File: config.mk
export PLATFORM = sky130hd
export DESIGN_NAME = uart_crc_frame_rx
export DESIGN_NICKNAME = d
export VERILOG_FILES = /design/src/rtl/uart_crc_frame_rx.sv
export SDC_FILE = /design/constraint.sdc
export NUM_CORES = 1
export LEC_CHECK = 0
export CORE_MARGIN = 2
export CORE_UTILIZATION = 38
export DETAILED_ROUTE_END_ITERATION = 10
export MAX_ROUTING_LAYER = met4
export SLEW_MARGIN = 40
export SYNTH_ARGS = -nofsm -noshare
export SYNTH_HDL_FRONTEND = slang
export SYNTH_SLANG_ARGS = --single-unit
File: constraint.sdc
create_clock -name clk -period 3 [get_ports clk]
set_input_delay 0.3 -clock clk [delete_from_list [all_inputs] [get_ports clk]]
set_output_delay 0.3 -clock clk [all_outputs]
set_load 0.05 [all_outputs]
File: src/rtl/uart_crc_frame_rx.sv
// uart_crc_frame_rx: assembles SOF/LEN/payload/CRC-8 frames from UART bytes and drains good payloads
// Optional inter-byte timeout: define UART_CRC_RX_TIMEOUT_EN
module uart_crc_frame_rx #(
    parameter int MAX_LEN     = 16,
    parameter logic [7:0] SOF_BYTE = 8'h7E,
    parameter int TIMEOUT_CYC = 200000
) (
    input  logic       clk,
    input  logic       rst_i,
    input  logic       rx_valid_i,
    input  logic [7:0] rx_data_i,
    output logic       pl_valid_o,
    output logic [7:0] pl_data_o,
    output logic       pl_last_o,
    input  logic       pl_ready_i,
    output logic       frame_ok_o,
    output logic       crc_err_o,
    output logic       len_err_o,
    output logic       ovf_err_o,
    output logic       tmo_err_o,
    output logic       busy_o
);
    localparam int IW = $clog2(MAX_LEN + 1);
    localparam int AW = $clog2(MAX_LEN);
    localparam logic [7:0] MAXB = 8'(MAX_LEN);

    typedef enum logic [2:0] {IDLE, LEN, PAYLOAD, CRC, DRAIN} state_t;

    state_t        state, state_n;
    logic [7:0]    crc, crc_n;
    logic [IW-1:0] len, len_n, idx, idx_n, rd, rd_n;
    logic          wr, ok_n, cerr_n, lerr_n, ovf_n, tmo_n, tmo_hit;
    logic [7:0]    mem [MAX_LEN];

    function automatic logic [7:0] crc_step(input logic [7:0] c, input logic [7:0] d);
        logic [7:0] x;
        x = c ^ d;
        for (int i = 0; i < 8; i++) x = x[7] ? ({x[6:0], 1'b0} ^ 8'h07) : {x[6:0], 1'b0};
        return x;
    endfunction

`ifdef UART_CRC_RX_TIMEOUT_EN
    localparam int TW = $clog2(TIMEOUT_CYC + 1);
    logic [TW-1:0] gap;
    logic          in_frame;
    assign in_frame = (state == LEN) || (state == PAYLOAD) || (state == CRC);
    assign tmo_hit  = in_frame && (gap == TW'(TIMEOUT_CYC - 1));
    // gap counter: cycles since the last byte while a frame is open
    always_ff @(posedge clk or negedge rst_i)
        if (!rst_i) gap <= '0;
        else gap <= (rx_valid_i || !in_frame || tmo_hit) ? '0 : gap + 1'b1;
`else
    logic unused_tmo;
    assign unused_tmo = ^TIMEOUT_CYC;
    assign tmo_hit    = 1'b0;
`endif

    assign busy_o     = state != IDLE;
    assign pl_valid_o = state == DRAIN;
    assign pl_data_o  = (state == DRAIN) ? mem[rd[AW-1:0]] : 8'h00;
    assign pl_last_o  = (state == DRAIN) && (rd == len - 1'b1);

    // next-state, datapath updates and error pulse requests
    always_comb begin
        state_n = state;
        crc_n   = crc;
        len_n   = len;
        idx_n   = idx;
        rd_n    = rd;
        wr      = 1'b0;
        ok_n    = 1'b0;
        cerr_n  = 1'b0;
        lerr_n  = 1'b0;
        ovf_n   = 1'b0;
        tmo_n   = 1'b0;
        if (tmo_hit) begin
            tmo_n   = 1'b1;
            state_n = IDLE;
        end else begin
            case (state)
                IDLE: if (rx_valid_i && rx_data_i == SOF_BYTE) begin
                    crc_n   = 8'h00;
                    state_n = LEN;
                end
                LEN: if (rx_valid_i) begin
                    if (rx_data_i == 8'h00 || rx_data_i > MAXB) begin
                        lerr_n  = 1'b1;
                        state_n = IDLE;
                    end else begin
                        len_n   = rx_data_i[IW-1:0];
                        crc_n   = crc_step(8'h00, rx_data_i);
                        idx_n   = '0;
                        state_n = PAYLOAD;
                    end
                end
                PAYLOAD: if (rx_valid_i) begin
                    wr    = 1'b1;
                    crc_n = crc_step(crc, rx_data_i);
                    idx_n = idx + 1'b1;
                    if (idx_n == len) state_n = CRC;
                end
                CRC: if (rx_valid_i) begin
                    ok_n    = rx_data_i == crc;
                    cerr_n  = rx_data_i != crc;
                    rd_n    = '0;
                    state_n = (rx_data_i == crc) ? DRAIN : IDLE;
                end
                DRAIN: begin
                    ovf_n = rx_valid_i;
                    if (pl_ready_i) begin
                        rd_n = rd + 1'b1;
                        if (rd == len - 1'b1) state_n = IDLE;
                    end
                end
                default: state_n = IDLE;
            endcase
        end
    end

    // state, counters, CRC and one-cycle status pulses
    always_ff @(posedge clk or negedge rst_i)
        if (!rst_i) begin
            state      <= IDLE;
            crc        <= 8'h00;
            len        <= '0;
            idx        <= '0;
            rd         <= '0;
            frame_ok_o <= 1'b0;
            crc_err_o  <= 1'b0;
            len_err_o  <= 1'b0;
            ovf_err_o  <= 1'b0;
            tmo_err_o  <= 1'b0;
        end else begin
            state      <= state_n;
            crc        <= crc_n;
            len        <= len_n;
            idx        <= idx_n;
            rd         <= rd_n;
            frame_ok_o <= ok_n;
            crc_err_o  <= cerr_n;
            len_err_o  <= lerr_n;
            ovf_err_o  <= ovf_n;
            tmo_err_o  <= tmo_n;
        end

    // payload buffer write port
    always_ff @(posedge clk)
        if (wr) mem[idx[AW-1:0]] <= rx_data_i;
endmodule
# Word-level counts from Yosys, hierarchy flattened
# Memory sizes are Yosys's and may differ from the RTL's.
# Cells that the tools add are included.
[totals] ff_bits=30 out_inout_bits=16 n_memories=1 mem_bits_rw=128 wordCells=114 inputBits=12
[memory_table] memory="mem" words=16 word_bits=8 read_ports=1 rd_clocked_by_memory_dff=0 wr=1 line="33" source="logic [7:0] mem [MAX_LEN];"
[classes] n_reduce_logical=14 eq_ne=17 bitwise=18 mux=51 order_cmp=1 addsub=3
[ops] operator="$mux 3" n=24
[ops] operator="$not 3->3" n=16
[ops] operator="$mux 8" n=5
[ops] operator="$mux 5" n=5
[ops] operator="$pmux 8 s3" n=1
[ops] operator="$pmux 5 s2" n=2
[ops] operator="$pmux 3 s5" n=1
[ops] operator="$mux 1" n=12
[ops] operator="$ne 2x2->1 const B" n=6
[ops] operator="$add 5x1->5 const B" n=2
[ops] operator="$eq 5x5->1" n=2
[ops] operator="$eq 8x7->1 const B" n=1
[ops] operator="$eq 8x8->1" n=1
[ops] operator="$gt 8x5->1 const B" n=1
[ops] operator="$logic_not 8->1" n=1
[ops] operator="$ne 8x8->1" n=1
[ops] operator="$xor 8x8->8" n=1
[ops] operator="$reduce_and 7->1" n=1
[ops] operator="$eq 3x2->1 const B" n=2
[ops] operator="$reduce_and 3->1" n=2
[ops] operator="$reduce_bool 3->1" n=2
[ops] operator="$reduce_and 5->1" n=1
[ops] operator="$sub 5x1->5 const B" n=1
[ops] operator="$ne 2x1->1 const B" n=2
[ops] operator="other kinds (9)" n=11

# Depth between registers and ports, before layout
[depth] ltp_word=19 mapped_depth=8

# Worst setup path after synthesis
# Ideal clock, no wire load.
[synth_timing] kind="reg-to-output" from="register len[0]" to="output pl_last_o" stages_incl_launch_ff=6 t_arrival_ps=2508 path_slack_ps=192 path_cell_list="dfrtp_1 > inv_1 > ha_1 > nor3b_1 > xnor2_1 > nor4_1"
[synth_between] elab_chain_cells=3
[synth_lines] item="from (decl)" line="31" source="logic [IW-1:0] len, len_n, idx, idx_n, rd, rd_n;"
[synth_lines] item="from (signal assigned)" line="136" source="len <= len_n;"
[synth_lines] item="$sub 5x1->5" line="61" source="assign pl_last_o = (state == DRAIN) && (rd == len - 1'b1);"
[synth_lines] item="$eq 5x5->1" line="61"
[synth_lines] item="$logic_and 1x1->1" line="61"
[synth_lines] item="to (decl)" line="14" source="output logic pl_last_o,"
# No other way between the ends.

# Worst setup path in the final report
[layout_timing] from="register rd[0]" to="output pl_data_o[2]"
[layout_between] elab_chain_cells=2
[layout_lines] item="from (decl)" line="31"
[layout_lines] item="from (signal assigned)" line="138" source="rd <= rd_n;"
[layout_lines] item="$mem_v2 16x8"
[layout_lines] item="$mux 8" line="60" source="assign pl_data_o = (state == DRAIN) ? mem[rd[AW-1:0]] : 8'h00;"
[layout_lines] item="to (decl)" line="13" source="output logic [7:0] pl_data_o,"
# No other way between the ends.

==> impl_metrics.ini <==
[timing]
finalClockSkew_ns = 0.00991
period_needed_ns = 2.84
max_clock_freq_ghz = 0.353
final-hold-violation-count = 0
slew_headroom_pct = 50.1
worst-slew-pin-transition_ns = 0.748
final_max_slew_viol_count = 0
min_period_over_period_pct = 94.5
setup-tns-final_ns = 0
rsz0062_at_grt = false
setup_viol = 0

[power]
power.total_mw = 5.86
vdd_ir_drop_max_v = 0.000421
cellPowerDensity_mw_per_mm2 = 680
cellLeakagePower_nw = 3.09

[grt]
via_count_of_the_first_global_routing_pass = 4255
grt_start_max_net_pins = 37
globalRouteTotalUtil_pct = 17.9
first_pass_grt_wire_length_um = 25500
grt.overflow.total = 0
grt_antenna_before_repair = 0

[worst_setup_path]
cp_max_fo = 10
endpoint_kind = primary output
worstPathRequired_ns = 2.70
worstSetupPathType = reg -> out
worst-r2r-cell-count = 5
crit_arrival_ns = 2.54
setup.worst_path.start_class = register

[clocking]
worstSkewPairLatency_ns = 0.43
cts_buffer_count = 17
clockBufferDepth = 2
clock_sink_count = 158
path_clk_slew_ns = 0.07
cts_root_buffer = clkbuf_16
cts_max_level = 4
clock_tree_from_tritoncts = built

[layout]
fillers = 1704
final_util_pct = 44.7
mostFrequentLayoutCells = 128 x edfxtp_1, 35 x buf_4, 31 x xnor2_1, 29 x dfrtp_1
layout-area-overhead-vs-synth_pct = 16.2
antenna-diode-count = 0
nNetsFinal = 531
fraction_of_layout_instances_using_a_drive_strength_above_1_pct = 19.4
finalInstanceArea_mm2 = 0.00861
seqCellArea_mm2 = 0.00460
layout_commonest_cell = edfxtp_1
multiInputGateArea_mm2 = 0.00254

[synthesis]
syn-mean-instance-area_um2 = 16.4
ys_ff_latch = 158
synth.cell_area_mm2 = 0.00741
ys.warnings.count = 0
synth-seq-area-share_pct = 62.0
async_set_or_reset_register_ratio_after_synthesis_pct = 19.0
net_count_after_synthesis = 479
gate_count_after_technology_mapping = 451
ys_dominant_reg_cell = edfxtp_1
distinct_cell_type_count_of_the_synthesized_netlist = 53
edff_count_synth = 128

[placed_design]
placedInstanceArea_mm2 = 0.00803
portBuffers = 26
gp_routability_congestion = 0.854
dp_hpwl_um = 11400

[run_status]
run_status = finished, final reports clean

[detailed_routing]
drt-wirelength-per-cell_um = 21.5
wl_um = 16800
detailedRoute.firstIterationViolations = 277
antenna_left = 0
vias_per_cell = 5.21
total_number_of_vias = 4069
remaining_drc_errors = 0
first_pass_iters = 5

[die]
initial_core_util_pct = 38.5
die_h_um = 144
rows = 51
die_area_mm2 = 0.0206
design.core.area_mm2 = 0.0193
die_w_um = 144
ios = 28

[hold_path]
worstHoldPathType = in -> async

[job]
maxCapViolCount = 0
## flip-flops by register name, indices dropped and copies added (netlist names)
name	count
mem	128
crc	8
idx	5
len	5
rd	5
state	3
crc_err_o	1
frame_ok_o	1
len_err_o	1
ovf_err_o	1
## what timing repair did
| item | in CTS | in global routing |
|---|---|---|
| setup endpoints to repair | 7 | 5 |
| gates resized for setup | 1 | 0 |
| hold buffers | 1 | 0 |
| buffers inserted | 0 | 2 |
| endpoints found under the hold margin | 17 | 0 |
## layer usage
layer	vias up	share of wire [%]	global-route usage, %
met3	13	4.5	3.27
met4	0	1.0	5.42
met2	98	51	29.5
li1	1847	-	-
met1	2111	43	22.8
met5	-	0	-
## final timing paths
kind	startpoint	slack, ns	endpoint
worst max-delay path	rd[0]$_DFFE_PN0P_	0.16	pl_data_o[2]
worst min-delay path	rst_i	0.35	len[0]$_DFFE_PN0P_
worst max register to register	state[2]$_DFFE_PN0P_	0.50	mem[0][4]$_DFFE_PP_
worst min register to register	idx[4]$_DFFE_PN0P_	0.50	idx[4]$_DFFE_PN0P_
max in group asynchronous	rst_i	2.16	crc[1]$_DFFE_PN0P_
min in group clk	idx[4]$_DFFE_PN0P_	0.50	idx[4]$_DFFE_PN0P_
## kinds of logic after synthesis
group | count (synthesis) | synth area share, %
flip-flops | 158 | 62.0
AND/OR/NAND/NOR | 94 | 6.95
multiplexers | 49 | 14.5
AO/OA/AOI/OAI | 47 | 4.54
XOR/XNOR | 45 | 5.50
buffers and inverters | 41 | 3.73
adder cells (fa/ha/maj) | 16 | 2.70
other | 1 | 0.0506
## where the power goes
group / internal (mW) / switching (mW)
registers: 2.41 / 0.111
clock network: 1.15 / 0.907
logic: 0.636 / 0.642
total: 4.20 / 1.66
## worst max-delay path, stage by stage, from the launching register on
cell     delay, ns
dfrtp_4       0.49
buf_12        0.17
mux4_1        0.57
mux4_2        0.49
and2_1        0.19
buf_4         0.19
## Yosys cell counts (7+ instances only)
master,instances,share of area [%]
inv_1,17,0.86
nand3_1,8,0.54
nor2_1,14,0.71
mux4_1,21,7.4
edfxtp_1,128,52
dfrtp_1,30,10
and3_1,9,0.76
clkbuf_1,7,0.35
o21ai_0,16,1.1
ha_1,16,2.7
and2_1,21,1.8
nand2_1,18,0.91
xnor2_1,31,3.7
mux4_2,19,5.8
xor2_1,13,1.5
## cell type report
| type | count | share of cell area [%] |
|---|---|---|
| clock inverters | 15 | 1.55 |
| inverters | 17 | 0.741 |
| flip-flops and latches | 158 | 53.4 |
| multi-input cells | 252 | 29.5 |
| well taps | 265 | 3.85 |
| repair buffers | 57 | 6.01 |
| clock buffers | 17 | 4.94 |
## per-stage QoR
| step | hold slack, ns | worst slack, ns | instances |
|---|---|---|---|
| 2_1_floorplan | 0.00441 | 0.192 | 451 |
| 3_3_place_gp | 0.498 | 0.224 | 746 |
| 3_5_place_dp | 0.278 | 0.140 | 746 |
| 4_1_cts | 0.347 | 0.0140 | 779 |
| 5_1_grt | 0.395 | 0.0665 | 781 |
| 6_report | 0.346 | 0.164 | 781 |
Power figures use the tool's default switching activity.
